### src/rtl/seq_detect_ctrl_if.sv
// seq_detect_ctrl_if: config, stream and status bundle for seq_detect_ctrl.
// Optional timeout signals are present when SEQ_DETECT_TIMEOUT_EN is defined.
interface seq_detect_ctrl_if #(
  parameter int MAXLEN = 8,
  parameter int LENW   = 4,
  parameter int CNTW   = 8,
  parameter int TOW    = 16
);
  logic              cfg_we;
  logic [MAXLEN-1:0] cfg_pattern;
  logic [LENW-1:0]   cfg_len;
  logic              cfg_overlap;
  logic [CNTW-1:0]   cfg_target;
  logic              start;
  logic              stop;
  logic              in_valid;
  logic              in;
  logic              busy;
  logic              match;
  logic              done;
  logic [CNTW-1:0]   match_count;
`ifdef SEQ_DETECT_TIMEOUT_EN
  logic [TOW-1:0]    cfg_timeout;
  logic              timeout;
`endif

  modport master (
`ifdef SEQ_DETECT_TIMEOUT_EN
    output cfg_timeout,
    input  timeout,
`endif
    output cfg_we, cfg_pattern, cfg_len,
    output cfg_overlap, cfg_target,
    output start, stop, in_valid, in,
    input  busy, match, done, match_count
  );

  modport slave (
`ifdef SEQ_DETECT_TIMEOUT_EN
    input  cfg_timeout,
    output timeout,
`endif
    input  cfg_we, cfg_pattern, cfg_len,
    input  cfg_overlap, cfg_target,
    input  start, stop, in_valid, in,
    output busy, match, done, match_count
  );
endinterface

### src/rtl/seq_detect_ctrl.sv
// seq_detect_ctrl: programmable serial pattern detector session controller.
// Define SEQ_DETECT_TIMEOUT_EN to add the inactivity timeout.
module seq_detect_ctrl #(
  parameter int MAXLEN = 8,
  parameter int LENW   = 4,
  parameter int CNTW   = 8,
  parameter int TOW    = 16
) (
  input logic clk,
  input logic rst,
  seq_detect_ctrl_if.slave bus
);

  typedef enum logic [1:0] {
    S_IDLE = 2'd0,
    S_RUN  = 2'd1,
    S_DONE = 2'd2
  } state_t;

  localparam logic [LENW-1:0] LMAX = LENW'(MAXLEN);

  state_t            state;
  state_t            nstate;
  logic [MAXLEN-1:0] pat;
  logic [LENW-1:0]   len;
  logic              ovl;
  logic [CNTW-1:0]   tgt;
  logic [MAXLEN-2:0] hist;
  logic [LENW-1:0]   fill;
  logic [CNTW-1:0]   cnt;
  logic              match_r;

  logic [LENW-1:0]   len_in;
  logic [MAXLEN-1:0] shifted;
  logic [MAXLEN-1:0] mask;
  logic [LENW:0]     fill_inc;
  logic [CNTW-1:0]   cnt_inc;
  logic              run;
  logic              beat;
  logic              hit;
  logic              tgt_hit;
  logic              to_hit;
  logic              cfg_ok;
  logic              arm;

`ifdef SEQ_DETECT_TIMEOUT_EN
  logic [TOW-1:0]    tmo;
  logic [TOW-1:0]    to_cnt;
  logic [TOW-1:0]    to_nxt;
  logic              to_flag;
`endif

  // Match evaluation for the beat presented this cycle
  always_comb begin
    len_in = bus.cfg_len;
    if (bus.cfg_len == '0 || bus.cfg_len > LMAX)
      len_in = LMAX;
    shifted  = {hist, bus.in};
    fill_inc = {1'b0, fill} + 1'b1;
    for (int i = 0; i < MAXLEN; i++)
      mask[i] = (i < int'(len));
    cnt_inc  = (&cnt) ? cnt : cnt + 1'b1;
    run      = (state == S_RUN);
    beat     = run && bus.in_valid && !bus.stop;
    hit      = beat
            && (fill_inc >= {1'b0, len})
            && (((shifted ^ pat) & mask) == '0);
    tgt_hit  = hit && (tgt != '0) && (cnt_inc == tgt);
    cfg_ok   = (state == S_IDLE) && bus.cfg_we;
    arm      = (state != S_RUN) && bus.start;
  end

`ifdef SEQ_DETECT_TIMEOUT_EN
  // Inactivity counter compare; a match restarts the count
  always_comb begin
    to_nxt = hit ? '0 : to_cnt + 1'b1;
    to_hit = run && !bus.stop
          && (tmo != '0) && (to_nxt == tmo);
  end
`else
  assign to_hit = 1'b0;
`endif

  // State register
  always_ff @(posedge clk) begin
    if (rst) state <= S_IDLE;
    else     state <= nstate;
  end

  // Next-state logic; stop outranks a beat in RUN
  always_comb begin
    nstate = state;
    case (state)
      S_IDLE: if (bus.start) nstate = S_RUN;
      S_RUN: begin
        if (bus.stop)
          nstate = S_IDLE;
        else if (tgt_hit || to_hit)
          nstate = S_DONE;
      end
      S_DONE: begin
        if (bus.start)
          nstate = S_RUN;
        else if (bus.stop)
          nstate = S_IDLE;
      end
      default: nstate = S_IDLE;
    endcase
  end

  // Outputs decoded from state plus registered datapath
  always_comb begin
    bus.busy        = (state == S_RUN);
    bus.done        = (state == S_DONE);
    bus.match       = match_r;
    bus.match_count = cnt;
`ifdef SEQ_DETECT_TIMEOUT_EN
    bus.done        = (state == S_DONE) && !to_flag;
    bus.timeout     = to_flag;
`endif
  end

  // Config latch, history, fill, match pulse and counter
  always_ff @(posedge clk) begin
    if (rst) begin
      pat     <= '0;
      len     <= LMAX;
      ovl     <= 1'b1;
      tgt     <= '0;
      hist    <= '0;
      fill    <= '0;
      cnt     <= '0;
      match_r <= 1'b0;
    end else begin
      match_r <= hit;
      if (cfg_ok) begin
        pat <= bus.cfg_pattern;
        len <= len_in;
        ovl <= bus.cfg_overlap;
        tgt <= bus.cfg_target;
      end
      if (arm) begin
        hist <= '0;
        fill <= '0;
        cnt  <= '0;
      end else if (beat) begin
        hist <= shifted[MAXLEN-2:0];
        if (hit && !ovl)
          fill <= '0;
        else if (fill_inc >= {1'b0, len})
          fill <= len;
        else
          fill <= fill_inc[LENW-1:0];
        if (hit)
          cnt <= cnt_inc;
      end
    end
  end

`ifdef SEQ_DETECT_TIMEOUT_EN
  // Timeout limit, counter and sticky flag
  always_ff @(posedge clk) begin
    if (rst) begin
      tmo     <= '0;
      to_cnt  <= '0;
      to_flag <= 1'b0;
    end else begin
      if (cfg_ok)
        tmo <= bus.cfg_timeout;
      if (arm) begin
        to_cnt  <= '0;
        to_flag <= 1'b0;
      end else if (run) begin
        to_cnt <= to_nxt;
        if (to_hit && !tgt_hit)
          to_flag <= 1'b1;
      end
    end
  end
`endif

endmodule

### src/flat_wrapper.sv
// flat-port wrapper written by rule: the top's interface ports become plain ports
module seq_detect_ctrl_flat 
#(
  parameter int MAXLEN = 8,
  parameter int LENW   = 4,
  parameter int CNTW   = 8,
  parameter int TOW    = 16
)
  (clk, rst, bus_cfg_we, bus_cfg_pattern, bus_cfg_len, bus_cfg_overlap, bus_cfg_target, bus_start, bus_stop, bus_in_valid, bus_in, bus_busy, bus_match, bus_done, bus_match_count);
  seq_detect_ctrl_if #(.MAXLEN(MAXLEN), .LENW(LENW), .CNTW(CNTW), .TOW(TOW)) bus_i ();
  input logic clk;
  input logic rst;
  input wire logic [$bits(bus_i.cfg_we)-1:0] bus_cfg_we;
  input wire logic [$bits(bus_i.cfg_pattern)-1:0] bus_cfg_pattern;
  input wire logic [$bits(bus_i.cfg_len)-1:0] bus_cfg_len;
  input wire logic [$bits(bus_i.cfg_overlap)-1:0] bus_cfg_overlap;
  input wire logic [$bits(bus_i.cfg_target)-1:0] bus_cfg_target;
  input wire logic [$bits(bus_i.start)-1:0] bus_start;
  input wire logic [$bits(bus_i.stop)-1:0] bus_stop;
  input wire logic [$bits(bus_i.in_valid)-1:0] bus_in_valid;
  input wire logic [$bits(bus_i.in)-1:0] bus_in;
  output wire logic [$bits(bus_i.busy)-1:0] bus_busy;
  output wire logic [$bits(bus_i.match)-1:0] bus_match;
  output wire logic [$bits(bus_i.done)-1:0] bus_done;
  output wire logic [$bits(bus_i.match_count)-1:0] bus_match_count;
  assign bus_i.cfg_we = bus_cfg_we;
  assign bus_i.cfg_pattern = bus_cfg_pattern;
  assign bus_i.cfg_len = bus_cfg_len;
  assign bus_i.cfg_overlap = bus_cfg_overlap;
  assign bus_i.cfg_target = bus_cfg_target;
  assign bus_i.start = bus_start;
  assign bus_i.stop = bus_stop;
  assign bus_i.in_valid = bus_in_valid;
  assign bus_i.in = bus_in;
  assign bus_busy = bus_i.busy;
  assign bus_match = bus_i.match;
  assign bus_done = bus_i.done;
  assign bus_match_count = bus_i.match_count;
  seq_detect_ctrl #(.MAXLEN(MAXLEN), .LENW(LENW), .CNTW(CNTW), .TOW(TOW)) u_core (.clk(clk), .rst(rst), .bus(bus_i));
endmodule
### config.mk
export PLATFORM = sky130hd
export DESIGN_NAME = seq_detect_ctrl_flat
export DESIGN_NICKNAME = d
export VERILOG_FILES = /design/src/rtl/seq_detect_ctrl_if.sv /design/src/rtl/seq_detect_ctrl.sv /design/src/flat_wrapper.sv
export SDC_FILE = /design/constraint.sdc
export NUM_CORES = 1
export LEC_CHECK = 0
export BUFFER_PORTS_ARGS = -buffer_cell sky130_fd_sc_hd__buf_4
export CORE_MARGIN = 4
export CORE_UTILIZATION = 50
export CTS_BUF_LIST = sky130_fd_sc_hd__clkbuf_16
export CTS_CLUSTER_SIZE = 28
export DETAILED_ROUTE_END_ITERATION = 10
export GPL_TIMING_DRIVEN = 0
export PLACE_DENSITY_LB_ADDON = 0.15
export SLEW_MARGIN = 0
export SYNTH_ARGS = -nofsm -noshare
export SYNTH_HDL_FRONTEND = slang
export SYNTH_SLANG_ARGS = --single-unit
### constraint.sdc
create_clock -name clk -period 2 [get_ports clk]
set_input_delay 0.2 -clock clk [delete_from_list [all_inputs] [get_ports clk]]
set_output_delay 0.2 -clock clk [all_outputs]
set_load 0.02 [all_outputs]
== Word-level counts from Yosys, hierarchy flattened ==
Cells that the tools add are included.
Operators by class
  add/subtract/negate cells: 2
  magnitude comparators: 10
  equal/unequal tests: 7
  multiplexer cells: 10
  bitwise operators: 2
  reductions and logical operators: 20
Operators with widths (count)
  3-bit by 4-bit less-than comparator with 1-bit output (first input constant): 4
  4-bit two-way mux: 3
  2-bit two-way mux: 5
  1-bit logical AND: 9
  8-bit by 1-bit adder with 8-bit output (second input constant): 1
  8-bit AND: 1
  8-bit == test: 1
  8-bit logical NOT: 1
  1-bit by 4-bit less-than comparator with 1-bit output (first input constant): 2
  2-bit by 4-bit less-than comparator with 1-bit output (first input constant): 2
  8-bit two-way mux: 1
  8-bit AND reduction: 1
  8-bit nonzero test: 1
  8-bit XOR: 1
  2-bit case mux with 3 select lines: 1
  4-bit by 1-bit adder with 5-bit output (second input constant): 1
  5-bit by 4-bit >= comparator with 1-bit output: 1
  4-bit greater-than comparator (second input constant): 1
  4-bit logical NOT: 1
  3-bit by 2-bit != test with 1-bit output (second input constant): 1
  3-bit != test (second input constant): 1
  3-bit AND reduction: 1
  2-bit by 1-bit == test with 1-bit output (second input constant): 1
  2-bit == test (second input constant): 1
  7 further kinds: 8
Word-level totals
  bits in registers: 43
  output and inout bits: 11

== Depth between registers and ports, before layout ==
Gate-level depths: netlist of run 1.
  depth after elaboration: 10
  mapped depth: 9

== Worst setup path before layout of run 1 ==
Ideal clock, no wire load.
  kind: register -> register
  from: reg u_core.fill[0]
  to: reg u_core.cnt[6], in the netlist u_core.bus.match_count[6]
  setup time: 122 ps
  arrival time: 1987 ps
  data required time: 1878 ps
  slack: -108 ps
  cell stages (with the launch flop): 9
  path buffers: 1
  clock period less this slack: 2108 ps
  cell sequence: dfxtp_1 > ha_1 > xor2_1 > ha_1 > nand2_1 > o21ai_0 > o211ai_2 > buf_2 > o311a_1
Between the ends
  cells in the longest elaborated chain, start to end: 5
RTL lines
  from (decl): line seq_detect_ctrl.sv:29  | logic [LENW-1:0] fill;
  from (signal assigned): line seq_detect_ctrl.sv:151  | fill <= len;
  from (signal assigned): line seq_detect_ctrl.sv:153  | fill <= fill_inc[LENW-1:0];
  4-bit by 1-bit adder with 5-bit output: line seq_detect_ctrl.sv:59  | fill_inc = {1'b0, fill} + 1'b1;
  5-bit by 4-bit >= comparator with 1-bit output: line seq_detect_ctrl.sv:66  | && (fill_inc >= {1'b0, len})
  1-bit logical AND: line seq_detect_ctrl.sv:66
  1-bit logical AND: line seq_detect_ctrl.sv:67  | && (((shifted ^ pat) & mask) == '0);
  2-bit AND reduction (no line)
  to (signal assigned): line seq_detect_ctrl.sv:155  | cnt <= cnt_inc;
  to (decl): line seq_detect_ctrl.sv:30  | logic [CNTW-1:0] cnt;
No other way between the ends.
A chain may end at the register's enable or synchronous reset.

== Final worst setup path of run 1 ==
  from: reg u_core.fill[0]
  to: reg u_core.state[0]
Between the ends
  cells in the longest elaborated chain, start to end: 8
RTL lines
  4-bit by 1-bit adder with 5-bit output: line seq_detect_ctrl.sv:59
  5-bit by 4-bit >= comparator with 1-bit output: line seq_detect_ctrl.sv:66
  1-bit logical AND: line seq_detect_ctrl.sv:66
  1-bit logical AND: line seq_detect_ctrl.sv:67
  1-bit logical AND (2 in series): line seq_detect_ctrl.sv:68  | tgt_hit = hit && (tgt != '0) && (cnt_inc == tgt);
  3-bit by 2-bit != test with 1-bit output (no line)
  3-bit AND reduction (no line)
  to (signal assigned): line seq_detect_ctrl.sv:87  | else state <= nstate;
  to (decl): line seq_detect_ctrl.sv:22  | state_t state;
No other way between the ends.

==> results of run 1 <==
==> logic make-up (layout without fill, tap and decap cells) <==
| family | count (synthesis) | after routing |
|---|---|---|
| AND/OR/NAND/NOR | 124 | 124 |
| flip-flops | 43 | 43 |
| adder cells (fa/ha/maj) | 6 | 6 |
| buffers and inverters | 25 | 85 |
| multiplexers | 8 | 8 |
| AO/OA/AOI/OAI | 74 | 74 |
| XOR/XNOR | 16 | 16 |
==> area by class of cell <==
cell class              count  area (um^2)
plain buffers              16         92.6
clock buffers               5          125
multi-input cells         228         1640
repair buffers             52          413
well taps                  52         65.1
inverters                   9         33.8
clock inverters             3         16.3
fillers                   339         1180
flip-flops and latches     43          881
==> report_power, final <==
| part | total, mW | switching, mW | internal (mW) |
|---|---|---|---|
| clock network | 0.795 | 0.339 | 0.456 |
| logic | 0.255 | 0.133 | 0.122 |
| registers | 0.916 | 0.0343 | 0.881 |
| total | 1.97 | 0.506 | 1.46 |
==> sequential cells by signal, indices dropped and copies added, names as in the netlist <==
signal                  cells
u_core.state                2
u_core.bus.match_count      8
u_core.hist                 7
u_core.ovl                  1
u_core.len                  4
u_core.tgt                  8
u_core.bus.match            1
u_core.fill                 4
u_core.pat                  8
==> metrics by stage <==
step | utilization | std cells | setup WS (ns) | instance area, um^2 | TNS (ns)
final | 0.735 | 408 | -0.127 | 3270 | -0.538
after global routing | 0.735 | 408 | -0.201 | 3270 | -1.47
after CTS | 0.684 | 404 | -0.108 | 3040 | -0.989
after detailed placement | 0.603 | 385 | -0.414 | 2680 | -4.01
after global placement | 0.603 | 385 | -0.339 | 2680 | -2.94
after floorplan | - | 296 | -0.0110 | 2340 | -0.0110
==> cells in the final DEF, fill, tap and decap left out, types with 4 or more instances in the layout <==
cell type | netlist | layout
nand3b_1 | 4 | 4
nor2_1 | 11 | 7
dfxtp_1 | 43 | 33
dfxtp_2 | 0 | 7
a21oi_1 | 38 | 31
nand2_1 | 65 | 62
buf_4 | 3 | 47
nand3_1 | 13 | 11
o21ai_0 | 10 | 4
nor3_1 | 4 | 4
a21oi_2 | 1 | 6
clkbuf_1 | 9 | 9
inv_1 | 9 | 10
xnor2_1 | 14 | 13
clkbuf_16 | 0 | 5
o31ai_1 | 6 | 4
ha_4 | 0 | 5
buf_6 | 0 | 9
mux2i_1 | 6 | 6
and3_1 | 6 | 6
==> Yosys cell counts, types with 2 or more instances <==
| library cell | count |
|---|---|
| o211ai_1 | 3 |
| buf_4 | 3 |
| nor3_1 | 4 |
| nor4_1 | 3 |
| ha_1 | 6 |
| mux2_2 | 2 |
| nand3_1 | 13 |
| nor2_1 | 11 |
| inv_1 | 9 |
| and3_1 | 6 |
| xnor2_1 | 14 |
| nand2b_1 | 4 |
| nor4bb_1 | 2 |
| nand3b_1 | 4 |
| a21o_1 | 2 |
| buf_2 | 4 |
| o31ai_1 | 6 |
| clkbuf_1 | 9 |
| a21oi_1 | 38 |
| or3_1 | 4 |
| xor2_1 | 2 |
| mux2i_1 | 6 |
| a31oi_1 | 2 |
| dfxtp_1 | 43 |
| o21ai_0 | 10 |
| nand2_1 | 65 |
==> metal layers <==
layer	GRT usage	up-vias	part of all wire
met1	0.284	1091	0.47
met4	0.0580	0	0.013
li1	-	1162	-
met3	0.0520	8	0.056
met2	0.344	61	0.47
met5	0	-	0
==> critical path, cell delays in order, from the launching register on <==
cell and delay, ns:
dfxtp_4 0.37, ha_4 0.18, xor2_4 0.15, ha_4 0.28, nand2_4 0.05, o21ai_4 0.18
o211ai_4 0.15, buf_6 0.16, a2111oi_4 0.35, a311oi_1 0.14
==> what timing repair did <==
item                       4_1_cts  5_1_grt
setup buffers                   11        4
setup endpoints to repair       15       15
pin swaps                       19       15
cloned                           0        0
gates resized for setup         38       37
==> path summary, 6_finish.rpt <==
| kind | start | end | slack (ns) | cells past startpoint |
|---|---|---|---|---|
| worst min-delay path | bus_cfg_overlap | u_core.ovl | 0.13 | 3 |
| worst min register to register | u_core.tgt[7] | u_core.tgt[7] | 0.48 | 2 |
| worst max register to register | u_core.fill[0] | u_core.state[0] | -0.13 | 9 |
| worst max-delay path | u_core.fill[0] | u_core.state[0] | -0.13 | 9 |
==> metrics.csv, run 1 <==
metric,value,unit
Die Width,76.2,um
share of cells above drive strength 1,0.329,
CTS Root Cell,clkbuf_16,
nets@finish,389,
status,"complete, but fails checks",
ys flop type,dfxtp_1,
Final Power,1.97,mW
total global-route track usage,0.213,
WL final,6.48,mm
Final Hold Vio Count,0,
Ports,39,
Max IR drop VDD,443,uV
crit path capture type,register,
Compound-Gate Fraction of Synth Area,0.201,
"antenna viol nets, final",0,
Worst EP arrival,2.28,ns
worst-margin pin slew,0.669,ns
Area Growth Syn to Fin,40.4,%
final setup vio count,8,
Synth top area share,0.370,
CTS Buffer Depth,2,
Initial Utilization,0.524,
post-synthesis sequential area ratio,0.370,
clk_skew,0.00443,ns
CTS buffer count,5,
Initial DRC Count,216,
synth unique cells,47,
critical path class,register to register,
leak pwr,1.24,nW
multiplexer area fraction after synthesis,0.0355,
core area,4440,um^2
RSZ-0062 raised after global routing,true,
Worst Setup Start Kind,register,
Mapped Cells,296,
cell row count,24,
die height,76.2,um
"area leader, netlist",dfxtp_1,
largest family of logic cells by synthesized area,simple AND/OR/NAND/NOR gates,
drt pass-1 iters,5,
"EDFF count, synth",0,
synthesized-area fraction occupied by adder cells,0.0322,
Syn Area/Cell,7.87,um^2
largest net degree at the start of global routing,14,
number of synthesized register bits,43,
CTS tree,built,
first-pass GRT wire length,10.3,mm
Synth Area in Simple Gates,0.254,
clock sink count,43,
DP HPWL,4.17,mm
DRC violations left,0,
power per cell area,602,nW/um^2
Synth Area in XOR/XNOR,0.0602,
H-Tree Level Count,2,
CP required,2.16,ns
syn nets,330,
minimum clock period,2.13,ns
Min-Delay Path Class,input port to register,
area of the die,5810,um^2
vias per inst,5.69,
Wirelength per Cell,15.9,um
I/O Buffers,37,
Slew Limit Fails,0,
synth warn,0,
FMAX,0.470,GHz
GPL Wtd Cong,0.867,
failing checks,negative setup slack,
Vias,2322,
Worst slew margin,0.554,
# hold bufs at CTS,0,
Area contributors post-synth,"dfxtp_1, nand2_1, a21oi_1",
fin crit share,1.06,
Worst-path clk slew,0.06,ns
CP max FO,6,
Clock Latency Late Sink,0.29,ns
initial antenna violation count,0,
Synth Cell Area,2330,um^2
fraction of registers with async set/reset,0,
vias in the first global route,2176,
hold slack,0.127,ns
fin worst setup slack,-0.127,ns
GR Overflow Total,0,
Max Cap Viol,0,
antenna cells,0,
Power figures use the tool's default switching activity.
==> inputs of run 2 (changes only) <==
Settings changed: CORE_UTILIZATION 50 to 56.
Clock period 2 ns to 1.96 ns, I/O delays scaled along.
==> metrics.csv, run 2 (synthesis results as in run 1) <==
metric,value,unit
initial antenna violation count,0,
vias per inst,5.92,
cell row count,23,
Hold Path Origin,bus_cfg_overlap,
number of fill cells,272,
Worst Setup Start Kind,register,
core area,4000,um^2
Ports,39,
antenna cells,0,
share of cells above drive strength 1,0.319,
CTS Root Cell,clkbuf_16,
I/O Buffers,37,
Top delay family on crit path,compound AO/OA/AOI/OAI gates,
reg2reg start,u_core.fill[1],
DP HPWL,4.04,mm
WL final,6.87,mm
Worst Setup EP,u_core.fill[0],
largest net degree at the start of global routing,14,
"antenna viol nets, final",0,
critical path depth,9,
CP max FO,5,
clk_skew,0.00676,ns
Worst slew margin,0.636,
Initial DRC Count,168,
die height,72.5,um
worst-margin pin slew,0.547,ns
CTS Buffer Depth,2,
Final Hold Vio Count,0,
critical path class,register to register,
R2R setup slack,-0.21,ns
Worst-path clk slew,0.06,ns
crit path buf inv count,1,
sum of negative setup slack,-1.81,ns
Vias,2391,
final setup vio count,13,
"commonest non-fill, non-tap cell in the layout",nand2_1,
RSZ-0062 raised after global routing,true,
Reg2Reg Capture Point,u_core.fill[0],
part of the power in registers,0.463,
Min-Delay Path Class,input port to register,
failing checks,negative setup slack,
DRC violations left,0,
Internal,1.49,mW
minimum clock period,2.17,ns
FMAX,0.461,GHz
critical-path cell list,nand3_4 -> xnor2_4 -> ha_4 -> a21oi_4 -> o21ai_4 -> o211ai_4 -> buf_4 -> nor2_4 -> o31ai_1,
most frequent cells in the layout,"nand2_1, buf_4, a21oi_1",
clock network power share,0.402,
vias in the first global route,2227,
crit path capture type,register,
Hold Path Stages,3,
Reg2Reg Depth,9,
Worst EP arrival,2.36,ns
GPL Wtd Cong,0.887,
leak pwr,1.22,nW
H-Tree Level Count,2,
Area Growth Syn to Fin,38.6,%
power per cell area,624,nW/um^2
clock sink count,43,
Max IR drop VDD,567,uV
total global-route track usage,0.252,
crit path from,u_core.fill[1],
hold slack,0.126,ns
CP required,2.15,ns
fin worst setup slack,-0.207,ns
Slew Limit Fails,0,
Clock Latency Late Sink,0.29,ns
Slowest Stage Delay on Critical Path,0.39,ns
drt pass-1 iters,5,
area of the die,5250,um^2
CTS tree,built,
status,"complete, but fails checks",
Comb power frac,0.135,
GR Overflow Total,0,
Switching Power,0.524,mW
Wirelength per Cell,17.0,um
first-pass GRT wire length,10.3,mm
CTS buffer count,5,
Worst path slowest cell,dfxtp_4,
Die Width,72.5,um
fin crit share,1.11,
Sw Ratio,0.260,
Initial Utilization,0.582,
nets@finish,387,
Max Cap Viol,0,
## run 2: worst reg2reg max path, delay by kind of cell, from the launching register on
kind                       cells  cell delay [ns]
DFF                            1             0.39
and+or+nand+nor                2             0.16
adders and majority gates      1             0.25
xor gates and xnor gates       1             0.23
buffers and inverters          1             0.19
AOI/OAI and AO/OA              4             0.84
## run 2: area by class of cell
| class | instances | area [um^2] | share of cell area |
|---|---|---|---|
| clock buffer | 5 | 125 | 0.0388 |
| timing repair buffer | 50 | 387 | 0.120 |
| sequential | 43 | 887 | 0.275 |
| clock inverter | 3 | 16.3 | 0.00504 |
| multi-input combinational | 229 | 1630 | 0.505 |
| tap | 50 | 62.6 | 0.0194 |
| inverter | 9 | 33.8 | 0.0105 |
| buffer | 15 | 86.3 | 0.0268 |
## run 2: repair_timing
| action | in CTS | in global routing |
|---|---|---|
| hold buffers | 0 | 0 |
| pin swaps | 16 | 20 |
| setup buffers | 3 | 9 |
| cloned | 2 | 0 |
| endpoints found under the setup margin | 15 | 15 |
| resized for setup | 32 | 31 |
## run 2: how the worst min path moves through the flow
stage / endpoint / slack (ns)
3_3_place_gp: u_core.ovl / 0.41
6_report: u_core.ovl / 0.13
3_5_place_dp: u_core.ovl / 0.42
5_1_grt: u_core.ovl / 0.14
2_1_floorplan: u_core.ovl / 0.32
4_1_cts: u_core.ovl / 0.13
## run 2: metrics by stage
stage | area (um^2) | util | power [mW] | setup WS, ns | std cells
3_5_place_dp | 2700 | 0.675 | 1.17 | -0.315 | 383
2_1_floorplan | 2360 | - | 1.09 | 0.00379 | 296
6_report | 3230 | 0.807 | 2.01 | -0.207 | 404
4_1_cts | 3020 | 0.755 | 1.98 | -0.119 | 396
3_3_place_gp | 2700 | 0.675 | 1.17 | -0.287 | 383
5_1_grt | 3230 | 0.807 | 2.08 | -0.280 | 404
## run 2: metal layers
| layer | wire length, um | share of wire | track usage | vias up |
|---|---|---|---|---|
| met3 | 458 | 0.067 | 0.0512 | 28 |
| met1 | 2970 | 0.43 | 0.328 | 1108 |
| met4 | 280 | 0.041 | 0.109 | 0 |
| li1 | - | - | - | 1155 |
| met2 | 3170 | 0.46 | 0.403 | 100 |
| met5 | 0 | 0 | 0 | - |
## run 2: power by group through the flow
| stage | registers [mW] | clock network, mW | logic (mW) |
|---|---|---|---|
| 3_5_place_dp | 0.951 | 0 | 0.220 |
| 3_3_place_gp | 0.951 | 0 | 0.217 |
| 5_1_grt | 0.937 | 0.847 | 0.297 |
| 2_1_floorplan | 0.943 | 0 | 0.144 |
| 4_1_cts | 0.932 | 0.802 | 0.248 |
| 6_report | 0.933 | 0.810 | 0.272 |
